## src/rtl/speed2phase_pkg.sv

```systemverilog
// Shared widths and state encoding for speed2phase.
// The same width constants are used by the phase2speed path.
package speed2phase_pkg;

  localparam int SPEED_W = 16;
  localparam int PHASE_W = 19;
  localparam int NLOG_W  = 4;
  localparam int ACC_W   = 16;

  typedef enum logic {
    IDLE = 1'b0,
    RUN  = 1'b1
  } state_e;

  // Low-N-bit mask; 2^N - 1 doubles as the initial sample counter value
  function automatic logic [ACC_W-1:0] frame_mask(input logic [NLOG_W-1:0] n);
    logic [ACC_W:0] full;
    full = {{ACC_W{1'b0}}, 1'b1} << n;
    frame_mask = ACC_W'(full - {{ACC_W{1'b0}}, 1'b1});
  endfunction

endpackage

```

## src/rtl/speed2phase_if.sv

```systemverilog
// Speed-load / sample-strobe bus between a controller and speed2phase.
interface speed2phase_if;
  import speed2phase_pkg::*;

  logic                       speed_load;
  logic signed [SPEED_W-1:0]  in_speed;
  logic        [NLOG_W-1:0]   N;
  logic                       data_rdy;
  logic signed [PHASE_W-1:0]  out_phasediff;
  logic                       phaseen;
  logic                       frame_done;
  logic                       busy;

  modport master (
    output speed_load, in_speed, N, data_rdy,
    input  out_phasediff, phaseen, frame_done, busy
  );

  modport slave (
    input  speed_load, in_speed, N, data_rdy,
    output out_phasediff, phaseen, frame_done, busy
  );

endinterface

```

## src/rtl/speed2phase_frac.sv

```systemverilog
// Residual accumulator: adds r each step modulo 2^n and flags the wrap as carry,
// so that across 2^n steps exactly r carries are produced.
module speed2phase_frac
  import speed2phase_pkg::*;
(
  input  logic              clk,
  input  logic              reset,
  input  logic [ACC_W-1:0]  r,
  input  logic [NLOG_W-1:0] n,
  input  logic              clear,
  input  logic              step,
  output logic              carry
);

  logic [ACC_W-1:0] acc_q, acc_d;
  logic [ACC_W:0]   sum;
  logic [ACC_W:0]   modulus;

  always_comb begin
    sum     = {1'b0, acc_q} + {1'b0, r};
    modulus = {{ACC_W{1'b0}}, 1'b1} << n;
    carry   = (sum >= modulus);
    acc_d   = acc_q;
    if (clear) begin
      acc_d = '0;
    end else if (step) begin
      acc_d = carry ? ACC_W'(sum - modulus) : sum[ACC_W-1:0];
    end
  end

  always_ff @(posedge clk or posedge reset) begin
    if (reset) begin
      acc_q <= '0;
    end else begin
      acc_q <= acc_d;
    end
  end

endmodule

```

## src/rtl/speed2phase.sv

```systemverilog
// Spreads speed<<K over 2^N phase-difference samples (base or base+1 each)
// whose sum is exactly speed<<K; one sample per data_rdy strobe.
module speed2phase
  import speed2phase_pkg::*;
#(
  parameter int unsigned K = 3
)
(
  input  logic          clk,
  input  logic          reset,
  speed2phase_if.slave  bus
);

  state_e                    state_q, state_d;
  logic signed [PHASE_W-1:0] base_q, base_d;
  logic        [ACC_W-1:0]   r_q, r_d;
  logic        [NLOG_W-1:0]  n_q, n_d;
  logic        [ACC_W-1:0]   cnt_q, cnt_d;
  logic signed [PHASE_W-1:0] out_q, out_d;
  logic                      phaseen_q, phaseen_d;
  logic                      done_q, done_d;
  logic                      busy_q, busy_d;

  logic signed [PHASE_W-1:0] speed_ext;
  logic signed [PHASE_W-1:0] load_t;
  logic signed [PHASE_W-1:0] load_base;
  logic        [ACC_W-1:0]   load_r;
  logic                      frac_clear;
  logic                      frac_step;
  logic                      carry;

  // T mod 2^N in two's complement is just the low N bits of T
  always_comb begin
    speed_ext = {{(PHASE_W-SPEED_W){bus.in_speed[SPEED_W-1]}}, bus.in_speed};
    load_t    = speed_ext <<< K;
    load_base = load_t >>> bus.N;
    load_r    = load_t[ACC_W-1:0] & frame_mask(bus.N);
  end

  speed2phase_frac u_frac (
    .clk   (clk),
    .reset (reset),
    .r     (r_q),
    .n     (n_q),
    .clear (frac_clear),
    .step  (frac_step),
    .carry (carry)
  );

  always_comb begin
    state_d    = state_q;
    base_d     = base_q;
    r_d        = r_q;
    n_d        = n_q;
    cnt_d      = cnt_q;
    out_d      = out_q;
    phaseen_d  = 1'b0;
    done_d     = 1'b0;
    frac_clear = 1'b0;
    frac_step  = 1'b0;

    if (bus.speed_load) begin
      state_d    = RUN;
      base_d     = load_base;
      r_d        = load_r;
      n_d        = bus.N;
      cnt_d      = frame_mask(bus.N);
      frac_clear = 1'b1;
    end else if (state_q == RUN && bus.data_rdy) begin
      frac_step = 1'b1;
      phaseen_d = 1'b1;
      out_d     = carry ? (base_q + 19'sd1) : base_q;
      cnt_d     = cnt_q - ACC_W'(1);
      if (cnt_q == '0) begin
        done_d  = 1'b1;
        state_d = IDLE;
        cnt_d   = '0;
      end
    end

    // busy covers the final phaseen cycle and drops one cycle later
    busy_d = (state_d == RUN) || done_d;
  end

  always_ff @(posedge clk or posedge reset) begin
    if (reset) begin
      state_q   <= IDLE;
      base_q    <= '0;
      r_q       <= '0;
      n_q       <= '0;
      cnt_q     <= '0;
      out_q     <= '0;
      phaseen_q <= 1'b0;
      done_q    <= 1'b0;
      busy_q    <= 1'b0;
    end else begin
      state_q   <= state_d;
      base_q    <= base_d;
      r_q       <= r_d;
      n_q       <= n_d;
      cnt_q     <= cnt_d;
      out_q     <= out_d;
      phaseen_q <= phaseen_d;
      done_q    <= done_d;
      busy_q    <= busy_d;
    end
  end

  assign bus.out_phasediff = out_q;
  assign bus.phaseen       = phaseen_q;
  assign bus.frame_done    = done_q;
  assign bus.busy          = busy_q;

endmodule

```

## src/flat_wrapper.sv

```systemverilog
// flat-port wrapper written by rule: the top's interface ports become plain ports
module speed2phase_flat import speed2phase_pkg::*;
#(
  parameter int unsigned K = 3
)
  (clk, reset, bus_speed_load, bus_in_speed, bus_N, bus_data_rdy, bus_out_phasediff, bus_phaseen, bus_frame_done, bus_busy);
  speed2phase_if bus_i ();
  input  logic clk;
  input  logic reset;
  input wire logic [$bits(bus_i.speed_load)-1:0] bus_speed_load;
  input wire logic [$bits(bus_i.in_speed)-1:0] bus_in_speed;
  input wire logic [$bits(bus_i.N)-1:0] bus_N;
  input wire logic [$bits(bus_i.data_rdy)-1:0] bus_data_rdy;
  output wire logic [$bits(bus_i.out_phasediff)-1:0] bus_out_phasediff;
  output wire logic [$bits(bus_i.phaseen)-1:0] bus_phaseen;
  output wire logic [$bits(bus_i.frame_done)-1:0] bus_frame_done;
  output wire logic [$bits(bus_i.busy)-1:0] bus_busy;
  assign bus_i.speed_load = bus_speed_load;
  assign bus_i.in_speed = bus_in_speed;
  assign bus_i.N = bus_N;
  assign bus_i.data_rdy = bus_data_rdy;
  assign bus_out_phasediff = bus_i.out_phasediff;
  assign bus_phaseen = bus_i.phaseen;
  assign bus_frame_done = bus_i.frame_done;
  assign bus_busy = bus_i.busy;
  speed2phase #(.K(K)) u_core (.clk(clk), .reset(reset), .bus(bus_i));
endmodule
```

## config.mk

```make
export PLATFORM = sky130hd
export DESIGN_NAME = speed2phase_flat
export DESIGN_NICKNAME = d
export VERILOG_FILES = /design/src/rtl/speed2phase_pkg.sv /design/src/rtl/speed2phase_if.sv /design/src/rtl/speed2phase_frac.sv /design/src/rtl/speed2phase.sv /design/src/flat_wrapper.sv
export SDC_FILE = /design/constraint.sdc
export NUM_CORES = 1
export LEC_CHECK = 0
export ABC_AREA = 1
export CAP_MARGIN = 20
export CORE_UTILIZATION = 30
export CTS_CLUSTER_SIZE = 14
export DETAILED_ROUTE_END_ITERATION = 7
export DONT_BUFFER_PORTS = 1
export PLACE_DENSITY = 0.51
export SYNTH_ARGS = -nofsm -noshare
export SYNTH_HDL_FRONTEND = slang
export SYNTH_SLANG_ARGS = --single-unit
```

## constraint.sdc

```tcl
create_clock -name clk -period 4.45 [get_ports clk]
set_input_delay 0.6675 -clock clk [delete_from_list [all_inputs] [get_ports clk]]
set_output_delay 0.6675 -clock clk [all_outputs]
set_load 0.02 [all_outputs]
```

; Yosys cells after proc, flatten, opt, wreduce, memory -nomap -nowiden
; Index checks and enable logic that the tools add are counted.
[word_totals]
wordCells = 43
reg_bits = 94
out_inout_bits = 22
input_bits = 24
[op_classes]
mux = 16
n_lt_le_gt_ge = 1
reduce_logical = 6
n_bitwise = 2
shift = 3
n_addsub = 5
[op_table]
columns = op, n
row1 = $mux W16, 6
row2 = $sub A16 B1 Y16 const B, 2
row3 = $add A19 B2 Y19 const B, 1
row4 = $mux W19, 1
row5 = $sshr A19 B4 Y19, 1
row6 = $add A16 B16 Y17, 1
row7 = $ge A17 B17 Y1, 1
row8 = $shl A1 B4 Y17 const A, 1
row9 = $and A16 B16 Y16, 1
row10 = $logic_not A16 Y1, 1
row11 = $shl A1 B4 Y16 const A, 1
row12 = $sub A16 B16 Y16, 1
row13 = $mux W1, 9
row14 = $reduce_bool A2 Y1, 2
row15 = $reduce_and A2 Y1, 1
row16 = $logic_and A1 B1 Y1, 1
row17 = $logic_or A1 B1 Y1, 1
row18 = $not A1 Y1, 1

; Longest topological paths before layout
; Gate-level depths: netlist of the first run.
[depth]
depth_word = 5
depth_mapped = 24
depth_no_buf = 23

; Cells and area by module
; A second synthesis of the first run with hierarchy kept.
[unflattened]
cells_unflattened = 1211
area_unflattened_um2 = 7826.3
[modules_own_cells]
columns = module, area_each_um2, n_inst, seq_area_each_um2, cells_each
row1 = speed2phase, 4789.6, 1, 1876.8, 689
row2 = speed2phase_frac, 3036.7, 1, 400.4, 522

; Worst setup path before layout of the first run
; No wires, ideal clock.
[synth_path]
path_type = register to register
from = reg u_core.u_frac.acc_q[3]
to = reg u_core.out_q[11] (netlist: u_core.bus.out_phasediff[11])
slack_ns = 1.384
n_path_buf = 1
required_ns = 4.333
synth_period_minus_slack_ns = 3.066
stages_incl_launch_ff = 23
arrival_time_ns = 2.949
setup_ns = 0.117
cell_sequence = dfrtp_1 -> ha_1 -> fa_1 -> nand3_1 -> nand3_1 -> nand2_1 -> nand3_1 -> xor2_1 -> inv_1 -> ha_1 -> nand2_1 -> inv_1 -> nand2_1 -> inv_1 -> a21oi_2 -> nand2_2 -> nand2_2 -> nand3_4 -> buf_6 -> nand2_1 -> nand2_1 -> nand2_1 -> nand2_1
[synth_between]
elab_chain_len = 3
[synth_lines]
columns = item, line
row1 = start: declaration, speed2phase_frac.sv:15  ; logic [ACC_W-1:0] acc_q, acc_d;
row2 = start signal: assignment, speed2phase_frac.sv:33  ; acc_q <= '0;
row3 = start signal: assignment, speed2phase_frac.sv:35  ; acc_q <= acc_d;
row4 = $add A16 B16 Y17, speed2phase_frac.sv:20  ; sum = {1'b0, acc_q} + {1'b0, r};
row5 = $ge A17 B17 Y1, speed2phase_frac.sv:22  ; carry = (sum >= modulus);
row6 = $mux W19, speed2phase.sv:72  ; out_d = carry ? (base_q + 19'sd1) : base_q;
row7 = end signal: assignment, speed2phase.sv:102  ; out_q <= out_d;
row8 = end: declaration, speed2phase.sv:19  ; logic signed [PHASE_W-1:0] out_q, out_d;
; No other way between the ends.
; A chain may end at the register's enable or synchronous reset.

; Final worst setup path of the first run
[layout_path]
from = reg u_core.u_frac.acc_q[3]
to = reg u_core.out_q[6] (netlist: u_core.bus.out_phasediff[6])
; The elaborated chain is that of the path after synthesis.

==> run_results.csv, run 1 <==
group,metric,value,unit
timing,worstMarginPinSlew,0.907,ns
global_route,grt_pass1_vias,6603,
floorplanning,fp.dieH,158,um
timing,rsz0062_at_grt,"no",
logic_synthesis,synth-seq-cells,91,
status,outcome,"finished, final reports clean",
clock_tree,post_cts_buffers,0,
logic_synthesis,ys.flop_type,"dfrtp_1",
floorplanning,die_x,158,um
clock_tree,clock-root-buffer,"clkbuf_16",
layout,antenna_cells,0,
layout,seq_area,0.00228,mm^2
min_path,hp-class,"input port to async pin",
timing,finalSetupViolations,0,
global_route,grt_overflow_total,0,
global_route,antenna_found_initial,0,
clock_tree,cts_buffers,9,
clock_tree,cts.sinks,91,
pwr,power_density,667,mW/mm^2
critical_path,cp.required,4.75,ns
floorplanning,die_area,0.0249,mm^2
critical_path,cp_slowest_cell,"nor2_4",
layout,final_nets,1157,
layout,fin_cells,1422,
clock_tree,holdBufCountCts,0,
timing,hold_viol_final,0,
critical_path,arrival,4.07,ns
logic_synthesis,synth_seq_area_share,31.2,%
logic_synthesis,netlist_area,0.00729,mm^2
logic_synthesis,syn_area_per_cell,6.50,um^2
clock_tree,clkLatencyLatePin,0.36,ns
critical_path,critPathMaxStageDelay,0.62,ns
clock_tree,htree_levels,3,
placement,gp_congestion,0.890,
pwr,power_leakage,4.03,nW
layout,fill_cells,2669,
logic_synthesis,ys.warnings.count,0,
critical_path,start_kind,"flip-flop",
global_route,track_usage,18.9,%
critical_path,cp_max_fo,32,
layout,drive_gt1_share,4.35,%
clock_tree,cts.path.max_buffers,2,
layout,area_growth,7.53,%
critical_path,worst-setup-path-type,"flip-flop to flip-flop",
logic_synthesis,synth_edf_count,0,
clock_tree,post_cts_resized,0,
timing,finalCriticalPeriod,3.78,ns
clock_tree,clk_pin_slew,0.07,ns
timing,slew_violations,0,
logic_synthesis,ys_async_sr_fraction,100,%
floorplanning,start_util,30.8,%
drt,via_count,6992,
job,drv_cap,0,
timing,relSlewSlack,39.5,%
logic_synthesis,yosysUniqueCellTypes,45,
timing,setup_tns,0,ns
pwr,vdd_drop_max,0.520,mV
drt,drt_first_pass_iters,7,
floorplanning,boundaryPins,46,
critical_path,cp-end-kind,"flip-flop",
logic_synthesis,netlist_instances,1122,
drt,routed_wl,22600,um
layout,multiInputGateArea,0.00434,mm^2
critical_path,crit_path_frequent_cell,"nand2_1",
placement,placedCellCount,1406,
timing,fmax,0.265,GHz
drt,wl_per_cell,15.9,um
floorplanning,rows,56,
drt,drc_errors,0,
logic_synthesis,syn-num-nets,1181,
global_route,grt_first_pass_wirelength,36200,um
global_route,grt_max_degree,55,
drt,viasPerCell,4.92,
timing,finClkSkew,0.0137,ns
drt,postRouteAntennaNets,0,
timing,fin_crit_sh,84.9,%
placement,dp_hpwl,17500,um
drt,initialDrtViolationCount,494,
clock_tree,cts_tree,"yes",
placement,port_buffers,0,
floorplanning,core_area,0.0237,mm^2
critical_path,cp_cell_sequence,"ha_1 -> fa_1 -> nand3_1 -> nand3_1 -> nand2_1 -> nand3_1 -> xor2_1 -> inv_1 -> ha_1 -> nand2_1 -> nor2_2 -> nand2_1 -> nor2_2 -> nor2_2 -> nand3_2 -> nor2_4 -> nand3_1 -> nand2_1 -> nand2_1 -> nand2_1",
per-stage QoR:
stage / worst slack, ns / util (%) / hold slack [ns] / total power, mW / cell area (um^2)
floorplan: 1.38 / - / 0.453 / 3.75 / 7290
global placement: 0.735 / 31.9 / 0.476 / 4.45 / 7540
detailed placement: 0.684 / 31.9 / 0.477 / 4.43 / 7540
CTS: 0.667 / 33.1 / 0.324 / 5.26 / 7840
global route: 0.265 / 33.1 / 0.364 / 5.76 / 7840
finish: 0.671 / 33.1 / 0.304 / 5.23 / 7840
report_power, final:
part	leakage, nW	total, mW	internal [mW]	switching (mW)
logic	2.75	3.12	1.01	2.11
registers	1.14	1.31	1.03	0.285
clock network	0.146	0.804	0.439	0.365
layout by cell type, fill, tap and decap left out, types with 2 or more instances in the layout:
master / count
o21bai_1: 4
a31oi_1: 6
a22o_1: 2
o22ai_1: 4
o211ai_1: 10
mux2i_1: 3
nor2_4: 2
nand3_1: 98
inv_1: 124
inv_6: 2
nand3b_1: 5
o21ai_0: 68
nand2_2: 5
fa_1: 2
clkinv_1: 2
nor3_1: 8
buf_4: 4
o221ai_1: 4
nand3_2: 3
o21ai_1: 3
clkinv_2: 2
xor2_1: 23
nor4_1: 3
ha_1: 33
a21oi_1: 32
dfrtp_1: 91
nand4_1: 31
nand2_1: 388
xnor2_1: 10
nor2_1: 92
inv_2: 5
clkbuf_16: 9
nor2_2: 6
a21oi_2: 3
a22oi_1: 4
cells by family after synthesis:
logic type	share of synthesized area, %
AOI/OAI and AO/OA	11.2
xor gates and xnor gates	3.96
adders and majority gates	6.21
buffers and inverters	9.31
DFF	31.2
muxes	0.412
and+or+nand+nor	37.7
flip-flops by register name (all words and copies together) (netlist names):
signal / cells
u_core.u_frac.acc_q: 16
u_core.bus.busy: 1
u_core.n_q: 4
u_core.state_q: 1
u_core.bus.out_phasediff: 19
u_core.base_q: 19
u_core.bus.phaseen: 1
u_core.cnt_q: 16
u_core.r_q: 13
u_core.bus.frame_done: 1
layer usage:
metal	vias to the layer above	share of wire [%]	GRT usage (%)
met5	-	0	0
met4	0	1.2	3.53
met3	14	5.3	4.43
met2	139	42	28.3
met1	3257	52	27.5
li1	3582	-	-
critical path: cells and delay by family, from the launching register on:
family	cells	cell delay (ns)
fa+ha+maj	3	1.04
xor+xnor	1	0.19
buf+inv	1	0.07
flops	1	0.38
simple gates	15	2.00
worst paths after layout:
kind                                         from                           to  slack [ns]  cells after the start
min in group clk                   bus_speed_load               u_core.r_q[15]        0.40                      1
min reg2reg                u_core.u_frac.acc_q[7]       u_core.u_frac.acc_q[7]        0.49                      2
max                        u_core.u_frac.acc_q[3]  u_core.bus.out_phasediff[6]        0.67                     20
max reg2reg                u_core.u_frac.acc_q[3]  u_core.bus.out_phasediff[6]        0.67                     20
min                                         reset           u_core.bus.phaseen        0.30                      1
max in group asynchronous                   reset             u_core.cnt_q[11]        3.11                      2
cell type report:
cell class                 count  share of cell area (%)
multi-input combinational    860                    55.3
sequential                    91                    29.0
inverter                     132                    6.35
tap                          319                    5.09
clock buffer                   9                    2.87
clock inverter                 7                   0.941
timing repair buffer           4                   0.383
synthesized netlist by cell type, types with 3 or more instances:
| library cell | instances | share of area [%] |
|---|---|---|
| a21oi_1 | 32 | 2.2 |
| nand3_2 | 3 | 0.41 |
| nand2_1 | 388 | 20 |
| nand4_1 | 31 | 2.7 |
| inv_2 | 5 | 0.26 |
| nand3b_1 | 5 | 0.51 |
| o221ai_1 | 4 | 0.48 |
| ha_1 | 33 | 5.7 |
| nor2_1 | 93 | 4.8 |
| mux2i_1 | 3 | 0.41 |
| clkbuf_1 | 22 | 1.1 |
| o21ai_1 | 3 | 0.21 |
| nor3_1 | 8 | 0.55 |
| nand3_1 | 98 | 6.7 |
| nand2_2 | 5 | 0.43 |
| o22ai_1 | 4 | 0.34 |
| xor2_1 | 23 | 2.8 |
| buf_2 | 11 | 0.75 |
| xnor2_1 | 10 | 1.2 |
| o211ai_1 | 10 | 1.0 |
| nor4_1 | 3 | 0.26 |
| nor2_2 | 5 | 0.43 |
| inv_1 | 125 | 6.4 |
| a31oi_1 | 6 | 0.51 |
| o21bai_1 | 4 | 0.41 |
| a21oi_2 | 3 | 0.36 |
| dfrtp_1 | 91 | 31 |
| o21ai_0 | 68 | 4.7 |
| a22oi_1 | 4 | 0.41 |
Power figures use the tool's default switching activity.
==> run 2: changes to the inputs <==
--- a/config.mk
+++ b/config.mk
@@ -11,7 +11,7 @@
 export CTS_CLUSTER_SIZE = 14
 export DETAILED_ROUTE_END_ITERATION = 7
 export DONT_BUFFER_PORTS = 1
-export PLACE_DENSITY = 0.51
+export PLACE_DENSITY = 0.52
 export SYNTH_ARGS = -nofsm -noshare
 export SYNTH_HDL_FRONTEND = slang
 export SYNTH_SLANG_ARGS = --single-unit
==> constraint.sdc (replaced) <==
create_clock -name clk -period 3.41 [get_ports clk]
set_input_delay 0.5115 -clock clk [delete_from_list [all_inputs] [get_ports clk]]
set_output_delay 0.5115 -clock clk [all_outputs]
set_load 0.02 [all_outputs]
==> run 2 against run 1 <==
Design area rose by 4.8%. Routed wire length rose by 1.8%. Final cell count rose by 0.84%. Register-to-register slack got worse by 0.42 ns. Highest routed layer unchanged. Non-clock buffer count rose by 12. Clock power rose by 32%. Clock skew fell by 0.0033 ns. Sequential cell count did not move. Global-route usage fell by 0.074 points. Die area did not move. Largest power group unchanged. Total power rose by 47%. Combinational power rose by 56%.
==> run_results.csv, run 2 (synthesized netlist as in run 1, its figures left out) <==
group,metric,value,unit
critical_path,cp_slowest_cell,"dfrtp_1",
critical_path,start_kind,"flip-flop",
pwr,seqPwrFrac,22.8,%
layout,final_cell_mix,"387 x nand2_1, 124 x inv_1, 97 x nand3_1",
layout,fin_cells,1434,
drt,routed_wl,23000,um
clock_tree,clk_pin_slew,0.07,ns
drt,wl_per_cell,16.0,um
layout,final_nets,1169,
status,outcome,"finished, final reports clean",
clock_tree,cts_buffers,9,
clock_tree,clkLatencyLatePin,0.35,ns
job,drv_cap,0,
layout,antenna_cells,0,
timing,setup_tns,0,ns
pwr,p_switching,3.84,mW
global_route,track_usage,18.8,%
timing,finalSetupViolations,0,
clock_tree,cts.sinks,91,
drt,drt_first_pass_iters,5,
placement,dp_hpwl,17400,um
layout,area_growth,12.7,%
timing,finClkSkew,0.0104,ns
pwr,power_density,936,mW/mm^2
critical_path,endpoint,"u_core.bus.out_phasediff[5]",
critical_path,r2r-end,"u_core.bus.out_phasediff[5]",
timing,rsz0062_at_grt,"no",
layout,layout_commonest_cell,"nand2_1",
critical_path,cp_cell_sequence,"ha_4 -> a21oi_1 -> nor2_1 -> nor2_1 -> nand4_1 -> nand2_1 -> inv_1 -> ha_1 -> nand2_1 -> nor2_1 -> nand2_1 -> nor2_2 -> nor2_2 -> inv_2 -> nor2_4 -> nand3_4 -> clkbuf_16 -> nand2_1 -> nand2_1 -> nand2_1 -> nand2_1",
drt,postRouteAntennaNets,0,
critical_path,r2r_slack,0.25,ns
pwr,power_leakage,4.14,nW
drt,drc_errors,0,
min_path,hp-class,"input port to async pin",
floorplanning,die_area,0.0249,mm^2
floorplanning,start_util,30.8,%
critical_path,r2r.worst_path.cells,21,
clock_tree,cts.path.max_buffers,2,
timing,fmax,0.316,GHz
drt,initialDrtViolationCount,465,
timing,slew_violations,0,
floorplanning,die_x,158,um
floorplanning,rows,56,
layout,stdcell_area,0.00822,mm^2
timing,relSlewSlack,55.4,%
critical_path,reg2reg_from,"u_core.u_frac.acc_q[10]",
global_route,grt_max_degree,51,
critical_path,worst-setup-path-type,"flip-flop to flip-flop",
pwr,vdd_drop_max,0.578,mV
critical_path,cp-end-kind,"flip-flop",
placement,port_buffers,0,
floorplanning,boundaryPins,46,
drt,via_count,7155,
global_route,grt_overflow_total,0,
pwr,power.share.clock,13.7,%
pwr,swShare,49.9,%
timing,finalCriticalPeriod,3.16,ns
floorplanning,core_area,0.0237,mm^2
clock_tree,cts_tree,"yes",
timing,worstMarginPinSlew,0.666,ns
global_route,grt_first_pass_wirelength,36300,um
critical_path,cp_max_fo,9,
timing,fin_crit_sh,92.7,%
critical_path,arrival,3.41,ns
placement,dpl-instance-area,0.00764,mm^2
floorplanning,fp.dieH,158,um
placement,placedCellCount,1412,
critical_path,crit_start,"u_core.u_frac.acc_q[10]",
placement,gp_congestion,0.908,
global_route,grt_pass1_vias,6677,
critical_path,crit_path_frequent_cell,"nand2_1",
critical_path,cp.required,3.66,ns
pwr,internal_power,3.85,mW
global_route,antenna_found_initial,0,
layout,fill_cells,2663,
critical_path,critPathMaxStageDelay,0.44,ns
pwr,combPwrFrac,63.4,%
clock_tree,clock-root-buffer,"clkbuf_16",
timing,hold_viol_final,0,
placement,pre_cts_slack,0.0790,ns
drt,viasPerCell,4.99,
timing,worst_slack,0.249,ns
layout,drive_gt1_share,7.35,%
clock_tree,htree_levels,3,
run 2: worst min path at each step:
stage	to	slack, ns	cells past startpoint
3_5_place_dp	u_core.bus.out_phasediff[15]	0.47	1
3_3_place_gp	u_core.bus.out_phasediff[15]	0.48	1
4_1_cts	u_core.bus.out_phasediff[15]	0.09	1
5_1_grt	u_core.bus.phaseen	0.11	1
2_1_floorplan	u_core.r_q[6]	0.45	2
6_report	u_core.bus.out_phasediff[15]	0.08	1
run 2: repair_timing:
item | 4_1_cts | 5_1_grt
resized for setup | 0 | 25
buffers inserted | 0 | 2
hold buffers | 0 | 0
endpoints found under the setup margin | 0 | 35
run 2: power groups by stage:
stage	clock (mW)	combinational [mW]	sequential, mW
after floorplan	0	3.26	1.63
after CTS	1.09	4.23	1.73
after detailed placement	0	4.22	1.75
final	1.06	4.88	1.75
after global routing	1.12	5.48	1.80
after global placement	0	4.24	1.75
run 2: layout make-up:
| type | instances | area [um^2] | area share [%] |
|---|---|---|---|
| Sequential cell | 91 | 2280 | 27.7 |
| Inverter | 132 | 498 | 6.06 |
| Clock inverter | 7 | 82.6 | 1.00 |
| Multi-Input combinational cell | 860 | 4510 | 54.9 |
| Timing Repair Buffer | 16 | 226 | 2.76 |
| Clock buffer | 9 | 225 | 2.74 |
| Tap cell | 319 | 399 | 4.86 |
run 2: critical path, delay by kind of cell, from the launching register on:
kind / cells / cell delay (ns)
AO/OA/AOI/OAI: 1 / 0.27
adder cells (fa/ha/maj): 2 / 0.63
AND/OR/NAND/NOR: 15 / 1.39
buffers and inverters: 3 / 0.35
flip-flops: 1 / 0.44
run 2: through the flow:
| stage | utilization [%] | power [mW] | hold slack (ns) |
|---|---|---|---|
| final | 34.7 | 7.69 | 0.0802 |
| after global routing | 34.7 | 8.40 | 0.110 |
| after CTS | 33.6 | 7.06 | 0.0850 |
| after detailed placement | 32.3 | 5.96 | 0.473 |
| after global placement | 32.3 | 5.99 | 0.476 |
| after floorplan | - | 4.89 | 0.453 |
run 2: metal layers:
metal | wire length [um] | global-route usage (%)
met5 | 0 | 0
met4 | 434 | 4.76
met3 | 1540 | 4.27
met2 | 9600 | 27.1
met1 | 11400 | 28.0
==> run 3: changes to the inputs <==
--- a/config.mk
+++ b/config.mk
@@ -8,6 +8,7 @@
 export ABC_AREA = 1
 export CAP_MARGIN = 20
 export CORE_UTILIZATION = 30
+export CTS_CLUSTER_DIAMETER = 120
 export CTS_CLUSTER_SIZE = 14
 export DETAILED_ROUTE_END_ITERATION = 7
 export DONT_BUFFER_PORTS = 1
==> constraint.sdc (replaced) <==
create_clock -name clk -period 3.4 [get_ports clk]
set_input_delay 0.51 -clock clk [delete_from_list [all_inputs] [get_ports clk]]
set_output_delay 0.51 -clock clk [all_outputs]
set_load 0.02 [all_outputs]
==> run 3 against run 2 <==
Critical path depth down 1. Non-clock buffer count unchanged. Final cell count about the same. Worst setup slack worse by 0.0018 ns. Global-route usage unchanged. Routed wire length down 0.16%. Largest power group unchanged. Die area unchanged.
==> run_results.csv, run 3 (synthesized netlist as in run 1, its figures left out) <==
group,metric,value,unit
global_route,grt_max_degree,51,
drt,viasPerCell,4.99,
global_route,grt_overflow_total,0,
drt,wl_per_cell,16.0,um
clock_tree,cts.path.max_buffers,2,
timing,finalCriticalPeriod,3.15,ns
drt,drc_errors,0,
placement,port_buffers,0,
floorplanning,boundaryPins,46,
layout,fill_cells,2657,
clock_tree,htree_levels,3,
layout,stdcell_area,0.00824,mm^2
clock_tree,clkLatencyLatePin,0.36,ns
timing,setup_tns,0,ns
clock_tree,cts_tree,"yes",
floorplanning,die_x,158,um
floorplanning,rows,56,
critical_path,cp-end-kind,"flip-flop",
clock_tree,cts_buffers,9,
placement,pre_cts_slack,0.0690,ns
critical_path,worst-setup-path-type,"flip-flop to flip-flop",
layout,layout_commonest_cell,"nand2_1",
timing,slew_violations,0,
timing,fin_crit_sh,92.7,%
pwr,power_leakage,4.14,nW
min_path,hp-class,"input port to async pin",
drt,routed_wl,22900,um
clock_tree,clock-root-buffer,"clkbuf_16",
global_route,track_usage,18.8,%
placement,dp_hpwl,17400,um
clock_tree,clk_pin_slew,0.07,ns
clock_tree,cts.sinks,91,
floorplanning,core_area,0.0237,mm^2
floorplanning,fp.dieH,158,um
global_route,grt_pass1_vias,6677,
critical_path,cp_max_fo,9,
layout,fin_cells,1435,
drt,postRouteAntennaNets,0,
critical_path,critPathMaxStageDelay,0.38,ns
timing,relSlewSlack,55.9,%
pwr,power_density,941,mW/mm^2
clock_tree,holdBufCountCts,0,
global_route,antenna_found_initial,0,
placement,placedCellCount,1412,
layout,final_cell_mix,"386 x nand2_1, 124 x inv_1, 97 x nand3_1",
drt,drt_first_pass_iters,5,
drt,initialDrtViolationCount,461,
critical_path,cp.required,3.65,ns
layout,drive_gt1_share,7.53,%
status,outcome,"finished, final reports clean",
timing,rsz0062_at_grt,"no",
placement,gp_congestion,0.908,
layout,area_growth,12.9,%
floorplanning,start_util,30.8,%
critical_path,cp_slowest_cell,"dfrtp_1",
job,drv_cap,0,
timing,fmax,0.317,GHz
timing,finalSetupViolations,0,
pwr,vdd_drop_max,0.584,mV
layout,final_nets,1169,
global_route,grt_first_pass_wirelength,36300,um
critical_path,cp_cell_sequence,"ha_2 -> fa_2 -> nand3_1 -> nand3_2 -> buf_4 -> xor2_2 -> ha_1 -> nand2_1 -> nor2_2 -> nand2_1 -> nor2_2 -> nor2_2 -> inv_2 -> nor2_4 -> nand3_4 -> clkbuf_16 -> nand2_1 -> nand2_1 -> nand2_1 -> nand2_1",
critical_path,crit_path_frequent_cell,"nand2_1",
timing,worstMarginPinSlew,0.660,ns
floorplanning,die_area,0.0249,mm^2
drt,via_count,7157,
timing,hold_viol_final,0,
critical_path,start_kind,"flip-flop",
timing,worst_slack,0.248,ns
critical_path,arrival,3.40,ns
placement,dpl-instance-area,0.00764,mm^2
timing,finClkSkew,0.0106,ns
-- run 3: cell count changes in the layout (fill, tap and decap cells not counted) --
cell,before,now
a21oi_1,31,30
a21oi_2,4,5
diode_2,0,1
ha_2,4,3
ha_4,9,10
nand2_1,387,386
nand2_2,5,6
-- run 3: area by class of cell --
cell class	instances	area, um^2	area share [%]
Sequential cell	91	2280	27.6
Clock inverter	7	82.6	1.00
Timing Repair Buffer	16	226	2.75
Multi-Input combinational cell	860	4530	54.9
Tap cell	319	399	4.85
Clock buffer	9	225	2.73
Antenna cell	1	2.50	0.0304
Inverter	132	498	6.05
-- run 3: report_power, final --
part           internal, mW  switching [mW]  total (mW)
Sequential             1.34           0.419        1.76
Clock                 0.582           0.482        1.06
Combinational          1.96            2.97        4.93
Total                  3.88            3.87        7.75
-- run 3: metrics by stage --
| stage | hold slack (ns) | power [mW] | utilization, % |
|---|---|---|---|
| floorplan | 0.453 | 4.91 | - |
| global placement | 0.476 | 6.01 | 32.3 |
| detailed placement | 0.471 | 5.98 | 32.3 |
| CTS | 0.0835 | 7.08 | 33.6 |
| global route | 0.109 | 8.45 | 34.8 |
| finish | 0.0731 | 7.75 | 34.8 |
-- run 3: path summary, 6_finish.rpt --
kind / depth (start not counted) / startpoint / slack [ns] / to
worst max-delay path: 20 / u_core.u_frac.acc_q[3] / 0.25 / u_core.bus.out_phasediff[5]
worst min-delay path: 1 / reset / 0.07 / u_core.bus.out_phasediff[15]
worst max register to register: 20 / u_core.u_frac.acc_q[3] / 0.25 / u_core.bus.out_phasediff[5]
worst min register to register: 2 / u_core.r_q[15] / 0.50 / u_core.r_q[15]
max in group asynchronous: 2 / reset / 2.64 / u_core.cnt_q[7]
min in group clk: 1 / bus_speed_load / 0.24 / u_core.r_q[15]
-- run 3: critical path, delay by kind of cell (launching register included) --
family / cells / cell delay, ns
xor+xnor: 1 / 0.15
simple gates: 13 / 1.16
flops: 1 / 0.38
buf+inv: 3 / 0.45
fa+ha+maj: 3 / 0.91
-- run 3: what timing repair did --
action | CTS | global route
gates resized for setup | 0 | 28
endpoints found under the setup margin | 0 | 35
buffers inserted | 0 | 2
-- run 3: layer usage --
| layer | part of all wire, % | global-route usage (%) | vias up | wire [um] |
|---|---|---|---|---|
| li1 | - | - | 3615 | - |
| met1 | 50 | 28.0 | 3341 | 11500 |
| met2 | 42 | 27.1 | 172 | 9620 |
| met3 | 6.2 | 4.27 | 29 | 1420 |
| met4 | 1.8 | 4.76 | 0 | 418 |
| met5 | 0 | 0 | - | 0 |
